===== src/rtl/eta_mon_pkg.sv =====
// rtl/eta_mon_pkg.sv - shared types and defaults for the ETA-II error monitor
package eta_mon_pkg;

   localparam int DEF_WIDTH  = 16;
   localparam int DEF_WINDOW = 256;
   localparam int DEF_CNT_W  = $clog2(DEF_WINDOW) + 1;
   localparam int DEF_SUM_W  = DEF_WIDTH + 1 + $clog2(DEF_WINDOW);

   typedef enum logic {
      ACCUM  = 1'b0,
      REPORT = 1'b1
   } state_t;

   typedef struct packed {
      logic [DEF_CNT_W-1:0] err_cnt;
      logic [DEF_WIDTH:0]   max_ed;
      logic [DEF_SUM_W-1:0] sum_ed;
      logic [15:0]          win;
   } rpt_t;

endpackage


===== src/rtl/eta_ed_calc.sv =====
// rtl/eta_ed_calc.sv - exact sum and error distance against an approximate sum
module eta_ed_calc #(
   parameter int WIDTH = 16
) (
   input  logic [WIDTH-1:0] add1_i,
   input  logic [WIDTH-1:0] add2_i,
   input  logic [WIDTH:0]   approx_i,
   output logic [WIDTH:0]   ed_o
);

   logic [WIDTH:0] exact;

   assign exact = {1'b0, add1_i} + {1'b0, add2_i};
   assign ed_o  = (exact >= approx_i) ? (exact - approx_i) : (approx_i - exact);

endmodule


===== src/rtl/eta_error_monitor.sv =====
// rtl/eta_error_monitor.sv - windowed error-distance statistics for the ETA-II adder
module eta_error_monitor
   import eta_mon_pkg::*;
#(
   parameter int WIDTH  = DEF_WIDTH,
   parameter int WINDOW = DEF_WINDOW,
   parameter int CNT_W  = $clog2(WINDOW) + 1,
   parameter int SUM_W  = WIDTH + 1 + $clog2(WINDOW)
) (
   input  logic             clk_i,
   input  logic             rst_ni,
   input  logic             clear_i,
   input  logic             valid_i,
   output logic             ready_o,
   input  logic [WIDTH-1:0] add1_i,
   input  logic [WIDTH-1:0] add2_i,
   input  logic [WIDTH:0]   approx_i,
   output logic             rpt_valid_o,
   input  logic             rpt_ready_i,
   output logic [CNT_W-1:0] rpt_err_cnt_o,
   output logic [WIDTH:0]   rpt_max_ed_o,
   output logic [SUM_W-1:0] rpt_sum_ed_o,
   output logic [15:0]      rpt_win_o
);

   state_t           state_q, state_d;
   logic             alive_q;
   logic             win_closed_q;
   logic [CNT_W-1:0] in_cnt_q;

   logic             s1_valid_q, s1_last_q;
   logic [WIDTH-1:0] s1_add1_q, s1_add2_q;
   logic [WIDTH:0]   s1_approx_q;
   logic [WIDTH:0]   ed;

   logic [CNT_W-1:0] acc_err_q, rpt_err_q, next_err;
   logic [WIDTH:0]   acc_max_q, rpt_max_q, next_max;
   logic [SUM_W-1:0] acc_sum_q, rpt_sum_q, next_sum;
   logic [15:0]      win_q, rpt_win_q;

   logic             hs, at_last, close, rpt_hs;

   assign ready_o = alive_q && (state_q == ACCUM) && !win_closed_q;
   // A sample offered together with clear_i must not enter the pipeline.
   assign hs      = valid_i && ready_o && !clear_i;
   assign at_last = (in_cnt_q == CNT_W'(WINDOW - 1));
   assign close   = s1_valid_q && s1_last_q;
   assign rpt_hs  = (state_q == REPORT) && rpt_ready_i;

   eta_ed_calc #(.WIDTH(WIDTH)) u_ed_calc (
      .add1_i   (s1_add1_q),
      .add2_i   (s1_add2_q),
      .approx_i (s1_approx_q),
      .ed_o     (ed)
   );

   assign next_err = acc_err_q + CNT_W'(ed != '0);
   assign next_max = (ed > acc_max_q) ? ed : acc_max_q;
   assign next_sum = acc_sum_q + SUM_W'(ed);

   always_comb begin
      state_d = state_q;
      case (state_q)
         ACCUM:   if (close) state_d = REPORT;
         REPORT:  if (rpt_ready_i) state_d = ACCUM;
         default: state_d = ACCUM;
      endcase
      if (clear_i) state_d = ACCUM;
   end

   always_ff @(posedge clk_i or negedge rst_ni) begin
      if (!rst_ni) begin
         state_q <= ACCUM;
         alive_q <= 1'b0;
      end else begin
         state_q <= state_d;
         alive_q <= 1'b1;
      end
   end

   always_ff @(posedge clk_i or negedge rst_ni) begin
      if (!rst_ni) begin
         win_closed_q <= 1'b0;
         in_cnt_q     <= '0;
         s1_valid_q   <= 1'b0;
         s1_last_q    <= 1'b0;
         s1_add1_q    <= '0;
         s1_add2_q    <= '0;
         s1_approx_q  <= '0;
         acc_err_q    <= '0;
         acc_max_q    <= '0;
         acc_sum_q    <= '0;
         rpt_err_q    <= '0;
         rpt_max_q    <= '0;
         rpt_sum_q    <= '0;
         rpt_win_q    <= '0;
         win_q        <= '0;
      end else if (clear_i) begin
         win_closed_q <= 1'b0;
         in_cnt_q     <= '0;
         s1_valid_q   <= 1'b0;
         s1_last_q    <= 1'b0;
         acc_err_q    <= '0;
         acc_max_q    <= '0;
         acc_sum_q    <= '0;
         rpt_err_q    <= '0;
         rpt_max_q    <= '0;
         rpt_sum_q    <= '0;
         rpt_win_q    <= '0;
         win_q        <= '0;
      end else begin
         s1_valid_q <= hs;
         s1_last_q  <= hs && at_last;
         if (hs) begin
            s1_add1_q   <= add1_i;
            s1_add2_q   <= add2_i;
            s1_approx_q <= approx_i;
            in_cnt_q    <= in_cnt_q + 1'b1;
            if (at_last) win_closed_q <= 1'b1;
         end
         // The closing sample is folded straight into the report registers.
         if (s1_valid_q) begin
            if (s1_last_q) begin
               rpt_err_q <= next_err;
               rpt_max_q <= next_max;
               rpt_sum_q <= next_sum;
               rpt_win_q <= win_q;
               acc_err_q <= '0;
               acc_max_q <= '0;
               acc_sum_q <= '0;
            end else begin
               acc_err_q <= next_err;
               acc_max_q <= next_max;
               acc_sum_q <= next_sum;
            end
         end
         if (rpt_hs) begin
            win_closed_q <= 1'b0;
            in_cnt_q     <= '0;
            win_q        <= win_q + 16'd1;
         end
      end
   end

   assign rpt_valid_o   = (state_q == REPORT);
   assign rpt_err_cnt_o = rpt_err_q;
   assign rpt_max_ed_o  = rpt_max_q;
   assign rpt_sum_ed_o  = rpt_sum_q;
   assign rpt_win_o     = rpt_win_q;

endmodule


===== config.mk =====
export PLATFORM = sky130hd
export DESIGN_NAME = eta_error_monitor
export DESIGN_NICKNAME = d
export VERILOG_FILES = /design/src/rtl/eta_mon_pkg.sv /design/src/rtl/eta_ed_calc.sv /design/src/rtl/eta_error_monitor.sv
export SDC_FILE = /design/constraint.sdc
export NUM_CORES = 1
export LEC_CHECK = 0
export CAP_MARGIN = 20
export CORE_MARGIN = 2
export CORE_UTILIZATION = 35
export DETAILED_ROUTE_END_ITERATION = 10
export PLACE_DENSITY = 0.66
export SYNTH_ARGS = -nofsm -noshare
export SYNTH_HDL_FRONTEND = slang
export SYNTH_SLANG_ARGS = --single-unit

===== constraint.sdc =====
create_clock -name clk_i -period 6.5 [get_ports clk_i]
set_clock_uncertainty 0.15 [all_clocks]
set_input_delay 1.3 -clock clk_i [delete_from_list [all_inputs] [get_ports clk_i]]
set_output_delay 1.3 -clock clk_i [all_outputs]
set_load 0.01 [all_outputs]

# Word level (Yosys, flattened, before mapping)
# Cells that the tools add are included.
totals:
  register_bits: 197
  out_inout_bits: 69
classes:
  n_eq_ne: 1
  n_reduce_logical: 18
  bitwise: 2
  magnitude_cmp: 2
  n_mux: 38
  addsub: 7
ops:
  columns: ["operator", "count"]
  rows:
  - ["two-way mux 25 bit", 6]
  - ["two-way mux 17 bit", 8]
  - ["two-way mux 9 bit", 9]
  - ["two-way mux 16 bit", 5]
  - ["subtractor 17 bit", 2]
  - ["adder 25 x 17 -> 25 bit", 1]
  - ["adder 16 x 16 -> 17 bit", 1]
  - [">= comparator 17 bit", 1]
  - ["> comparator 17 bit", 1]
  - ["nonzero test 17 bit", 1]
  - ["adder 16 x 1 -> 16 bit, second input constant", 1]
  - ["adder 9 x 1 -> 9 bit", 1]
  - ["adder 9 x 1 -> 9 bit, second input constant", 1]
  - ["== test 9 x 8 -> 1 bit, second input constant", 1]
  - ["two-way mux 1 bit", 9]
  - ["logical AND 1 bit", 7]
  - ["AND reduction 2 bit", 3]
  - ["nonzero test 2 bit", 3]
  - ["nonzero test 3 bit", 2]
  - ["logical NOT 1 bit", 2]
  - ["NOT 1 bit", 2]
  - ["case mux 1 bit (2 select lines)", 1]

# Depth between registers and ports, before layout
# Gate-level depths: netlist of the first run.
logic_depth:
  word_depth: 8
  ltp_mapped: 36
  depth_no_buf: 33

# Modules after synthesis
# A second synthesis of the first run with hierarchy kept.
unflattened:
  cells_unflattened: 1221
  hier_area_um2: 11872.6
modules_own_cells:
  columns: ["module", "cells_each", "instances", "area_per_inst_um2"]
  rows:
  - ["eta_error_monitor", 892, 1, 9437.8]
  - ["eta_ed_calc", 329, 1, 2434.8]

# Worst setup path after synthesis of the first run
# No wires, ideal clock.
synth_path:
  path_type: "reg-to-reg"
  start: "register s1_add1_q[0]"
  end: "register acc_sum_q[23]"
  t_arrival_ps: 6893
  stages_incl_launch_ff: 33
  path_buffers: 1
  setup_slack_ps: -629
  required_ps: 6263
  setup_time_ps: 87
  path_cell_list: "dfrtp_1 -> ha_1 -> fa_1 -> a21o_1 -> a21oi_1 -> o21bai_1 -> a21o_1 -> a21oi_1 -> o21ai_0 -> a21o_1 -> nand2_1 -> a21oi_1 -> xor2_1 -> ha_1 -> clkbuf_1 -> nand4_1 -> nor3_1 -> a311oi_1 -> a21oi_1 -> a41oi_4 -> mux2_2 -> o21ai_0 -> a31oi_1 -> xnor2_1 -> ha_1 -> a21o_1 -> a21oi_1 -> o2111ai_1 -> a31oi_1 -> o21bai_1 -> and3_1 -> or4b_2 -> o211ai_1"
synth_between:
  elab_chain_len: 7
  elab_cells_between_ends: 9
synth_lines:
  columns: ["item", "line_no", "text"]
  rows:
  - ["from (decl)", "eta_error_monitor.sv:32", "logic [WIDTH-1:0] s1_add1_q, s1_add2_q;"]
  - ["from (signal assigned)", "eta_error_monitor.sv:115", "s1_add1_q <= add1_i;"]
  - ["adder 16 x 16 -> 17 bit (*)", "eta_ed_calc.sv:13", "assign exact = {1'b0, add1_i} + {1'b0, add2_i};"]
  - ["subtractor 17 bit / >= comparator 17 bit (equally long branches)", "eta_ed_calc.sv:14", "assign ed_o = (exact >= approx_i) ? (exact - approx_i) : (approx_i - exact);"]
  - ["two-way mux 17 bit (*)", "eta_ed_calc.sv:14", null]
  - ["adder 25 x 17 -> 25 bit (*)", "eta_error_monitor.sv:59", "assign next_sum = acc_sum_q + SUM_W'(ed);"]
  - ["two-way mux 25 bit (*)", "eta_error_monitor.sv:123", "if (s1_last_q) begin"]
  - ["two-way mux 25 bit (*)", "eta_error_monitor.sv:122", "if (s1_valid_q) begin"]
  - ["two-way mux 25 bit (*)", "eta_error_monitor.sv:98", "end else if (clear_i) begin"]
  - ["to (signal assigned)", "eta_error_monitor.sv:134", "acc_sum_q <= next_sum;"]
  - ["to (decl)", "eta_error_monitor.sv:38", "logic [SUM_W-1:0] acc_sum_q, rpt_sum_q, next_sum;"]
# Every way passes the cells marked *; elsewhere a longest branch is shown, timed or not. The select of a mux whose other input is x is not followed.
# A chain may end at the register's enable or synchronous reset.

# Worst setup path in the final report of the first run
layout_path:
  start: "register s1_add1_q[1]"
  end: "register acc_err_q[8]"
layout_between:
  elab_chain_len: 8
  elab_cells_between_ends: 10
layout_lines:
  columns: ["item", "line_no", "text"]
  rows:
  - ["adder 16 x 16 -> 17 bit (*)", "eta_ed_calc.sv:13", null]
  - ["subtractor 17 bit / >= comparator 17 bit (equally long branches)", "eta_ed_calc.sv:14", null]
  - ["two-way mux 17 bit (*)", "eta_ed_calc.sv:14", null]
  - ["nonzero test 17 bit (*)", "eta_error_monitor.sv:57", "assign next_err = acc_err_q + CNT_W'(ed != '0);"]
  - ["adder 9 x 1 -> 9 bit (*)", "eta_error_monitor.sv:57", null]
  - ["two-way mux 9 bit (*)", "eta_error_monitor.sv:123", null]
  - ["two-way mux 9 bit (*)", "eta_error_monitor.sv:122", null]
  - ["two-way mux 9 bit (*)", "eta_error_monitor.sv:98", null]
  - ["to (signal assigned)", "eta_error_monitor.sv:132", "acc_err_q <= next_err;"]
  - ["to (decl)", "eta_error_monitor.sv:36", "logic [CNT_W-1:0] acc_err_q, rpt_err_q, next_err;"]
# Marked as above.

==> results.json, run 1 <==
{
  "status": "complete, but fails checks",
  "violations": "negative setup slack",
  "synth_common_cells": "dfrtp_1 (197), nand2_1 (166), a21oi_1 (118), nor2_1 (97), ha_1 (89)",
  "hold_viol": 0,
  "via_per_inst": 5.07,
  "async_reset_ff_share_pct": 100,
  "ys.flop_type": "dfrtp_1",
  "yosysUniqueCellTypes": 66,
  "drt-pass1-iter-count": 5,
  "max_slew_margin_pct": 39.2,
  "ctsHoldBuffers": 0,
  "htree_num_levels": 4,
  "crit_path_max_incr_delay_ns": 0.54,
  "crit_slowest_cell": "or4b_4",
  "die_y_um": 187,
  "initialDrtViolationCount": 637,
  "routed_wl_um": 31300,
  "wire_per_inst_um": 15.8,
  "cp-start-kind": "register",
  "cp_common_cell": "a21oi_2",
  "min_period_ns": 6.76,
  "synth_area_leader_cell": "dfrtp_1",
  "tightest_slew_ns": 0.911,
  "synth-seq-cells": 197,
  "cap_viol_max_count": 0,
  "synth_area_mm2": 0.0117,
  "area_delta_synth_final_pct": 38.2,
  "clk_latency_ns": 0.45,
  "r2r_setup_slack_ns": -0.26,
  "dp_cells": 1888,
  "grt_pass1_vias": 9843,
  "rows": 66,
  "grt_pass1_wl_um": 50200,
  "place_congestion": 0.893,
  "critPathArrivalTime_ns": 6.95,
  "ys_warn_count": 0,
  "postSynthCellCount": 1272,
  "synth.top_cell.area_share_pct": 42.2,
  "synth_seq_area_share_pct": 42.2,
  "numCtsBuffers": 17,
  "maxSlewViolCount": 0,
  "syn_avg_cell_area_um2": 9.19,
  "cts.reportedPaths.clkPinSlew_ns": 0.07,
  "worstSetupEndpointType": "register",
  "drc": 0,
  "clock-sinks": 197,
  "ant_nets": 0,
  "synth-edff-count": 0,
  "syn_nets": 1419,
  "min_path_type": "register to register",
  "portBuffers": 122,
  "fin_ws_ns": -0.256,
  "hpwlAfterDp_um": 21400,
  "antenna_found_initial": 0,
  "cp.required_ns": 6.69,
  "grt_max_degree": 81,
  "vias": 10000,
  "final_cells": 1979,
  "synth_area_leaders": "dfrtp_1 (42%), ha_1 (9.5%), nand2_1 (5.3%)",
  "cts_root_buf": "clkbuf_16",
  "drive_gt1_share_pct": 26.5,
  "setup_violations": 17,
  "core_area_mm2": 0.0327,
  "yosysMostFrequentCell": "dfrtp_1",
  "die_width_um": 187,
  "max_freq_ghz": 0.148,
  "ios": 123,
  "cts_tree": "built",
  "dieArea_mm2": 0.0349,
  "fin_crit_sh_pct": 104,
  "path_class": "register to register",
  "diodes": 0,
  "pre_cts_slack_ns": -0.369,
  "grt_use_total_pct": 17.4,
  "crit_fanout": 5,
  "final_nets": 1671,
  "post-route-util_pct": 49.4,
  "start_util_pct": 35.7,
  "clockBufferDepth": 2,
  "rsz0062_at_grt": "yes",
  "overflow": 0
}
final cells by class:
class | count | area, µm²
Inverter | 74 | 283
Fill cell | 3015 | 16500
Sequential cell | 197 | 4930
Clock buffer | 19 | 453
Multi-Input combinational cell | 940 | 7160
Clock inverter | 13 | 130
Tap cell | 442 | 553
Timing Repair Buffer | 294 | 2640
flip-flops by register name, indices dropped and copies added (netlist names), 9 cells and up:
signal,count
rpt_win_o,16
acc_sum_q,25
acc_max_q,17
acc_err_q,9
rpt_max_ed_o,17
rpt_sum_ed_o,25
s1_approx_q,17
win_q,16
in_cnt_q,9
rpt_err_cnt_o,9
s1_add2_q,16
s1_add1_q,16
cell families (layout without fill, tap and decap cells):
family | after synthesis | after routing | synth area share [%]
XOR/XNOR | 79 | 79 | 5.92
other | 1 | 1 | 0.0321
flip-flops | 197 | 197 | 42.2
adder cells (fa/ha/maj) | 93 | 93 | 10.2
AO/OA/AOI/OAI | 336 | 336 | 18.0
buffers and inverters | 135 | 400 | 4.45
AND/OR/NAND/NOR | 383 | 383 | 14.6
multiplexers | 48 | 48 | 4.58
stage by stage:
| stage | area [µm²] | TNS, ns | hold WS (ns) |
|---|---|---|---|
| after floorplan | 11800 | -0.0350 | 0.300 |
| after global placement | 14200 | -1.82 | 0.313 |
| after detailed placement | 14200 | -9.46 | 0.326 |
| after CTS | 15100 | -0.320 | 0.343 |
| after global routing | 16200 | -18.17 | 0.372 |
| final | 16200 | -1.88 | 0.341 |
worst paths after layout:
kind / cells past startpoint / from / to
setup / recovery: 31 / s1_add1_q[1] / acc_err_q[8]
hold / removal: 2 / acc_max_q[7] / acc_max_q[7]
setup reg to reg: 31 / s1_add1_q[1] / acc_err_q[8]
hold reg to reg: 2 / acc_max_q[7] / acc_max_q[7]
max in group asynchronous: 2 / rst_ni / s1_add2_q[2]
min in group asynchronous: 1 / rst_ni / rpt_sum_ed_o[20]
worst max-delay path: cells and delay by family (launching register included):
| kind | cells | cell delay, ns |
|---|---|---|
| and+or+nand+nor | 8 | 1.75 |
| DFF | 1 | 0.40 |
| AOI/OAI and AO/OA | 12 | 2.29 |
| buffers and inverters | 3 | 0.39 |
| xor gates and xnor gates | 3 | 0.36 |
| muxes | 1 | 0.18 |
| adders and majority gates | 4 | 1.09 |
layer usage:
layer  track usage (%)  part of all wire [%]  vias up
li1                  -                     -     4933
met1              23.5                    47     4846
met2              28.6                    48      215
met3              3.05                   3.6       39
met4              5.22                   1.6        0
met5                 0                     0        -
timing repair:
action	4_1_cts	5_1_grt
resized for setup	31	183
pin swaps	10	81
endpoints found under the setup margin	73	80
gates cloned	0	2
buffers inserted	26	35
placed cells by master, fill, tap and decap left out, drive strengths merged, types with 27 or more instances in the layout:
cell	n
nand3	27
dfrtp	197
buf	172
o21ai	77
ha	89
a21oi	119
nand2	166
clkdlybuf4s50	120
nor2	97
mux2	34
a21o	28
xor2	36
xnor2	43
inv	81
Power of run 1 is left out: the tool's default activity adds up to more than one toggle a clock period on the data nets, which glitch-free logic cannot reach.
==> run 2: changes to the inputs <==
- MAX_ROUTING_LAYER: default -> met4
- SKIP_LAST_GASP: default -> 1
==> run 2 against run 1 <==
Effect of this change: the flow still finishes with violations (negative setup slack); non-clock buffer count is 18 lower; register-to-register slack got worse by 0.09 ns; core utilization fell by 0.77 points; maximum frequency decreased by 1.3%; routed wire length shrank 0.74%; via count is 0.90% lower; critical endpoint unchanged; critical path depth unchanged; first-iteration DRC count rose by 5.0%; worst hold slack gained 0.0041 ns; final cell count down 0.86%; worst setup slack got worse by 0.090 ns.
==> results.json, run 2 (same netlist as run 1, synthesis figures left out) <==
{
  "status": "complete, but fails checks",
  "violations": "negative setup slack",
  "initialDrtViolationCount": 669,
  "cts_root_buf": "clkbuf_16",
  "overflow": 0,
  "dieArea_mm2": 0.0349,
  "crit_fanout": 6,
  "rsz0062_at_grt": "yes",
  "max_slew_margin_pct": 41.5,
  "routed_wl_um": 31100,
  "ant_nets": 0,
  "fin_ws_ns": -0.346,
  "antenna_found_initial": 0,
  "maxSlewViolCount": 0,
  "cp.required_ns": 6.69,
  "via_per_inst": 5.07,
  "final_nets": 1654,
  "hpwlAfterDp_um": 21500,
  "critPathArrivalTime_ns": 7.03,
  "vias": 9943,
  "grt_max_degree": 85,
  "grt_pass1_wl_um": 49300,
  "diodes": 0,
  "portBuffers": 122,
  "mostFrequentLayoutCell": "dfrtp_1",
  "drive_gt1_share_pct": 24.4,
  "clock-sinks": 197,
  "crit_slowest_cell": "or4b_4",
  "hold_viol": 0,
  "ctsHoldBuffers": 0,
  "worstSetupEndpointType": "register",
  "drt-pass1-iter-count": 5,
  "cap_viol_max_count": 0,
  "fin_area_mm2": 0.0159,
  "max_freq_ghz": 0.146,
  "pre_cts_slack_ns": -0.423,
  "start_util_pct": 35.7,
  "rows": 66,
  "ios": 123,
  "cp-start-kind": "register",
  "drc": 0,
  "clk_latency_ns": 0.45,
  "grt_use_total_pct": 17.8,
  "min_path_type": "register to register",
  "place_congestion": 0.907,
  "die_y_um": 187,
  "grt_pass1_vias": 9688,
  "core_area_mm2": 0.0327,
  "crit_path_max_incr_delay_ns": 0.54,
  "clockBufferDepth": 2,
  "htree_num_levels": 4,
  "layout_common_cells": "dfrtp_1 (197), nand2_1 (155), buf_4 (134)",
  "wire_per_inst_um": 15.8,
  "cts.reportedPaths.clkPinSlew_ns": 0.08,
  "fin_crit_sh_pct": 105,
  "area_delta_synth_final_pct": 36.0,
  "dpl_cell_area_mm2": 0.0142,
  "path_class": "register to register",
  "cp_common_cell": "a21oi_2",
  "die_width_um": 187,
  "tightest_slew_ns": 0.877,
  "min_period_ns": 6.85,
  "numCtsBuffers": 17,
  "setup_violations": 54,
  "cts_tree": "built"
}
[run 2: path summary, 6_finish.rpt]
check	startpoint	cells past startpoint	slack, ns	endpoint
min reg2reg	rpt_sum_ed_o[5]	2	0.35	rpt_sum_ed_o[5]
min in group asynchronous	rst_ni	1	0.71	rpt_sum_ed_o[21]
min	rpt_sum_ed_o[5]	2	0.35	rpt_sum_ed_o[5]
max reg2reg	s1_add2_q[0]	31	-0.35	acc_err_q[8]
max in group asynchronous	rst_ni	2	4.24	win_q[13]
max	s1_add2_q[0]	31	-0.35	acc_err_q[8]
[run 2: area by class of cell]
cell class              count  area (µm²)
clock buffers              19         443
fillers                  3079       16800
clock inverters            13         136
flip-flops and latches    197        4930
multi-input cells         941        7090
well taps                 442         553
repair buffers            276        2470
inverters                  74         280
[run 2: metrics by stage]
stage               util [%]  cells  TNS, ns  hold WS, ns
global route            48.6   1962   -25.73        0.374
detailed placement      43.4   1887   -11.52        0.326
floorplan                  -   1272  -0.0350        0.300
CTS                     46.0   1932   -0.562        0.348
global placement        43.4   1887    -3.62        0.312
finish                  48.6   1962    -5.78        0.345
[run 2: critical path: cells and delay by family (launching register included)]
family                   cells  cell delay [ns]
XOR/XNOR                     3             0.39
buffers and inverters        1             0.13
adder cells (fa/ha/maj)      5             1.26
AND/OR/NAND/NOR              9             1.96
multiplexers                 1             0.18
AO/OA/AOI/OAI               12             2.29
flip-flops                   1             0.39
[run 2: timing repair]
item,CTS,global route
pin swaps,17,61
endpoints found under the setup margin,75,81
cloned,0,3
endpoints found under the hold margin,0,0
buffers inserted,13,29
gates resized for setup,40,148
[run 2: layer usage]
layer	GRT usage, %	up-vias	routed length, µm
li1	-	4883	-
met4	4.58	0	423
met2	28.1	221	14800
met3	2.82	35	1040
met5	-	-	0
met1	23.9	4804	14800
Power of run 2 is left out for the same reason.
==> run 3: changes to the inputs <==
- CORE_MARGIN: 2 -> default
==> run 3 against run 2 <==
Effect of this change: the run still ends with negative setup slack left; clock-buffer cell count down 2; final cell count down 1.9%; sequential share of layout area up 1.9 points; first-iteration DRC count down 19%; core utilization down 2.7 points; maximum frequency up 2.1%; global-route usage up 0.49 points; worst hold slack worse by 0.0031 ns; final area down 5.6%; flip-flop and latch count unchanged; worst setup slack better by 0.14 ns; critical path type unchanged.
==> results.json, run 3 (same netlist as run 1, synthesis figures left out) <==
{
  "r2r_setup_slack_ns": -0.20,
  "drt-pass1-iter-count": 5,
  "portBuffers": 122,
  "cts_tree": "built",
  "met2_usage_pct": 29.2,
  "cts_root_buf": "clkbuf_16",
  "dpl_cell_area_mm2": 0.0141,
  "busiest_layer": "met2",
  "cp.required_ns": 6.68,
  "crit_path_start": "s1_add2_q[0]",
  "drive_gt1_share_pct": 16.9,
  "critPathArrivalTime_ns": 6.88,
  "hpwlAfterDp_um": 21600,
  "cap_viol_max_count": 0,
  "die_y_um": 185,
  "clk_latency_ns": 0.45,
  "grt_use_total_pct": 18.3,
  "routed_wl_um": 29400,
  "crit_fanout": 7,
  "via_per_inst": 5.07,
  "layout_common_cells": "dfrtp_1 (197), nand2_1 (165), clkdlybuf4s50_1 (120)",
  "area_delta_synth_final_pct": 28.4,
  "grt_pass1_wl_um": 48500,
  "worstSetupEndpointType": "register",
  "rsz0062_at_grt": "yes",
  "drc": 0,
  "ios": 123,
  "final_nets": 1616,
  "ctsHoldBuffers": 0,
  "tightest_slew_ns": 1.05,
  "ant_nets": 0,
  "maxSlewViolCount": 0,
  "place_congestion": 0.937,
  "hold_viol": 0,
  "grt_max_degree": 79,
  "multi_input_area_mm2": 0.00652,
  "initialDrtViolationCount": 539,
  "clockBufferDepth": 2,
  "max_slew_margin_pct": 30.1,
  "area.sequential_mm2": 0.00493,
  "mostFrequentLayoutCell": "dfrtp_1",
  "overflow": 0,
  "clock-sinks": 197,
  "timing.rr.start": "s1_add2_q[0]",
  "reg2regPathDepth": 30,
  "setup_violations": 17,
  "crit_end": "rpt_err_cnt_o[7]",
  "fin_ws_ns": -0.203,
  "fin_area_mm2": 0.0150,
  "diodes": 0,
  "fin_crit_sh_pct": 103,
  "core_area_mm2": 0.0327,
  "cp-start-kind": "register",
  "numCtsBuffers": 17,
  "min_path_type": "register to register",
  "crit_path_max_incr_delay_ns": 0.54,
  "fillerInstances": 3147,
  "die_width_um": 185,
  "cts.reportedPaths.clkPinSlew_ns": 0.08,
  "status": "complete, but fails checks",
  "htree_num_levels": 4,
  "max_freq_ghz": 0.149,
  "tns_ns": -1.85,
  "vias": 9754,
  "gr-usage-met3_pct": 2.61,
  "use_met1_pct": 24.3,
  "start_util_pct": 35.7,
  "final_cells": 1924,
  "crit_slowest_cell": "or4b_4",
  "cp_common_cell": "a21oi_2",
  "antenna_found_initial": 0,
  "post-route-util_pct": 45.9,
  "grt_pass1_vias": 9622,
  "dp_cells": 1880,
  "wire_per_inst_um": 15.3,
  "dieArea_mm2": 0.0341,
  "path_class": "register to register",
  "violations": "negative setup slack",
  "rows": 66,
  "min_period_ns": 6.70,
  "r2r-end": "rpt_err_cnt_o[7]"
}
run 3: per-stage QoR:
stage	hold slack, ns	worst slack (ns)
final	0.342	-0.203
after global routing	0.366	-0.590
after CTS	0.344	-0.196
after detailed placement	0.327	-0.424
after global placement	0.314	-0.253
after floorplan	0.300	-0.0350
run 3: per-layer routing:
| layer | part of all wire, % | vias up |
|---|---|---|
| met2 | 46 | 236 |
| met3 | 3.8 | 33 |
| met5 | 0 | - |
| met4 | 1.4 | 0 |
| li1 | - | 4811 |
| met1 | 48 | 4674 |
run 3: worst min path at each step:
stage	from	endpoint	slack, ns	cells after the start
after global routing	acc_max_q[3]	acc_max_q[3]	0.37	1
after floorplan	acc_max_q[11]	acc_max_q[11]	0.30	2
after CTS	rpt_sum_ed_o[5]	rpt_sum_ed_o[5]	0.34	2
after global placement	acc_max_q[7]	acc_max_q[7]	0.31	2
after detailed placement	rpt_sum_ed_o[5]	rpt_sum_ed_o[5]	0.33	2
final	rpt_sum_ed_o[5]	rpt_sum_ed_o[5]	0.34	2
run 3: area by class of cell:
| class | count | share of cell area, % |
|---|---|---|
| Clock buffer | 17 | 2.83 |
| Clock inverter | 15 | 1.25 |
| Inverter | 74 | 1.85 |
| Multi-Input combinational cell | 940 | 43.4 |
| Sequential cell | 197 | 32.9 |
| Tap cell | 442 | 3.69 |
| Timing Repair Buffer | 239 | 14.1 |
run 3: repair_timing:
item                       CTS  global route
resized for setup           11            25
pin swaps                    5            14
setup buffers                8             5
setup endpoints to repair   72            83
run 3: worst max-delay path: cells and delay by family (launching register included):
family / cells / cell delay (ns)
compound gates: 14 / 2.39
xor+xnor: 3 / 0.42
fa+ha+maj: 4 / 1.09
buf+inv: 1 / 0.15
flops: 1 / 0.39
mux: 1 / 0.18
simple gates: 7 / 1.81
Power of run 3 is left out for the same reason.
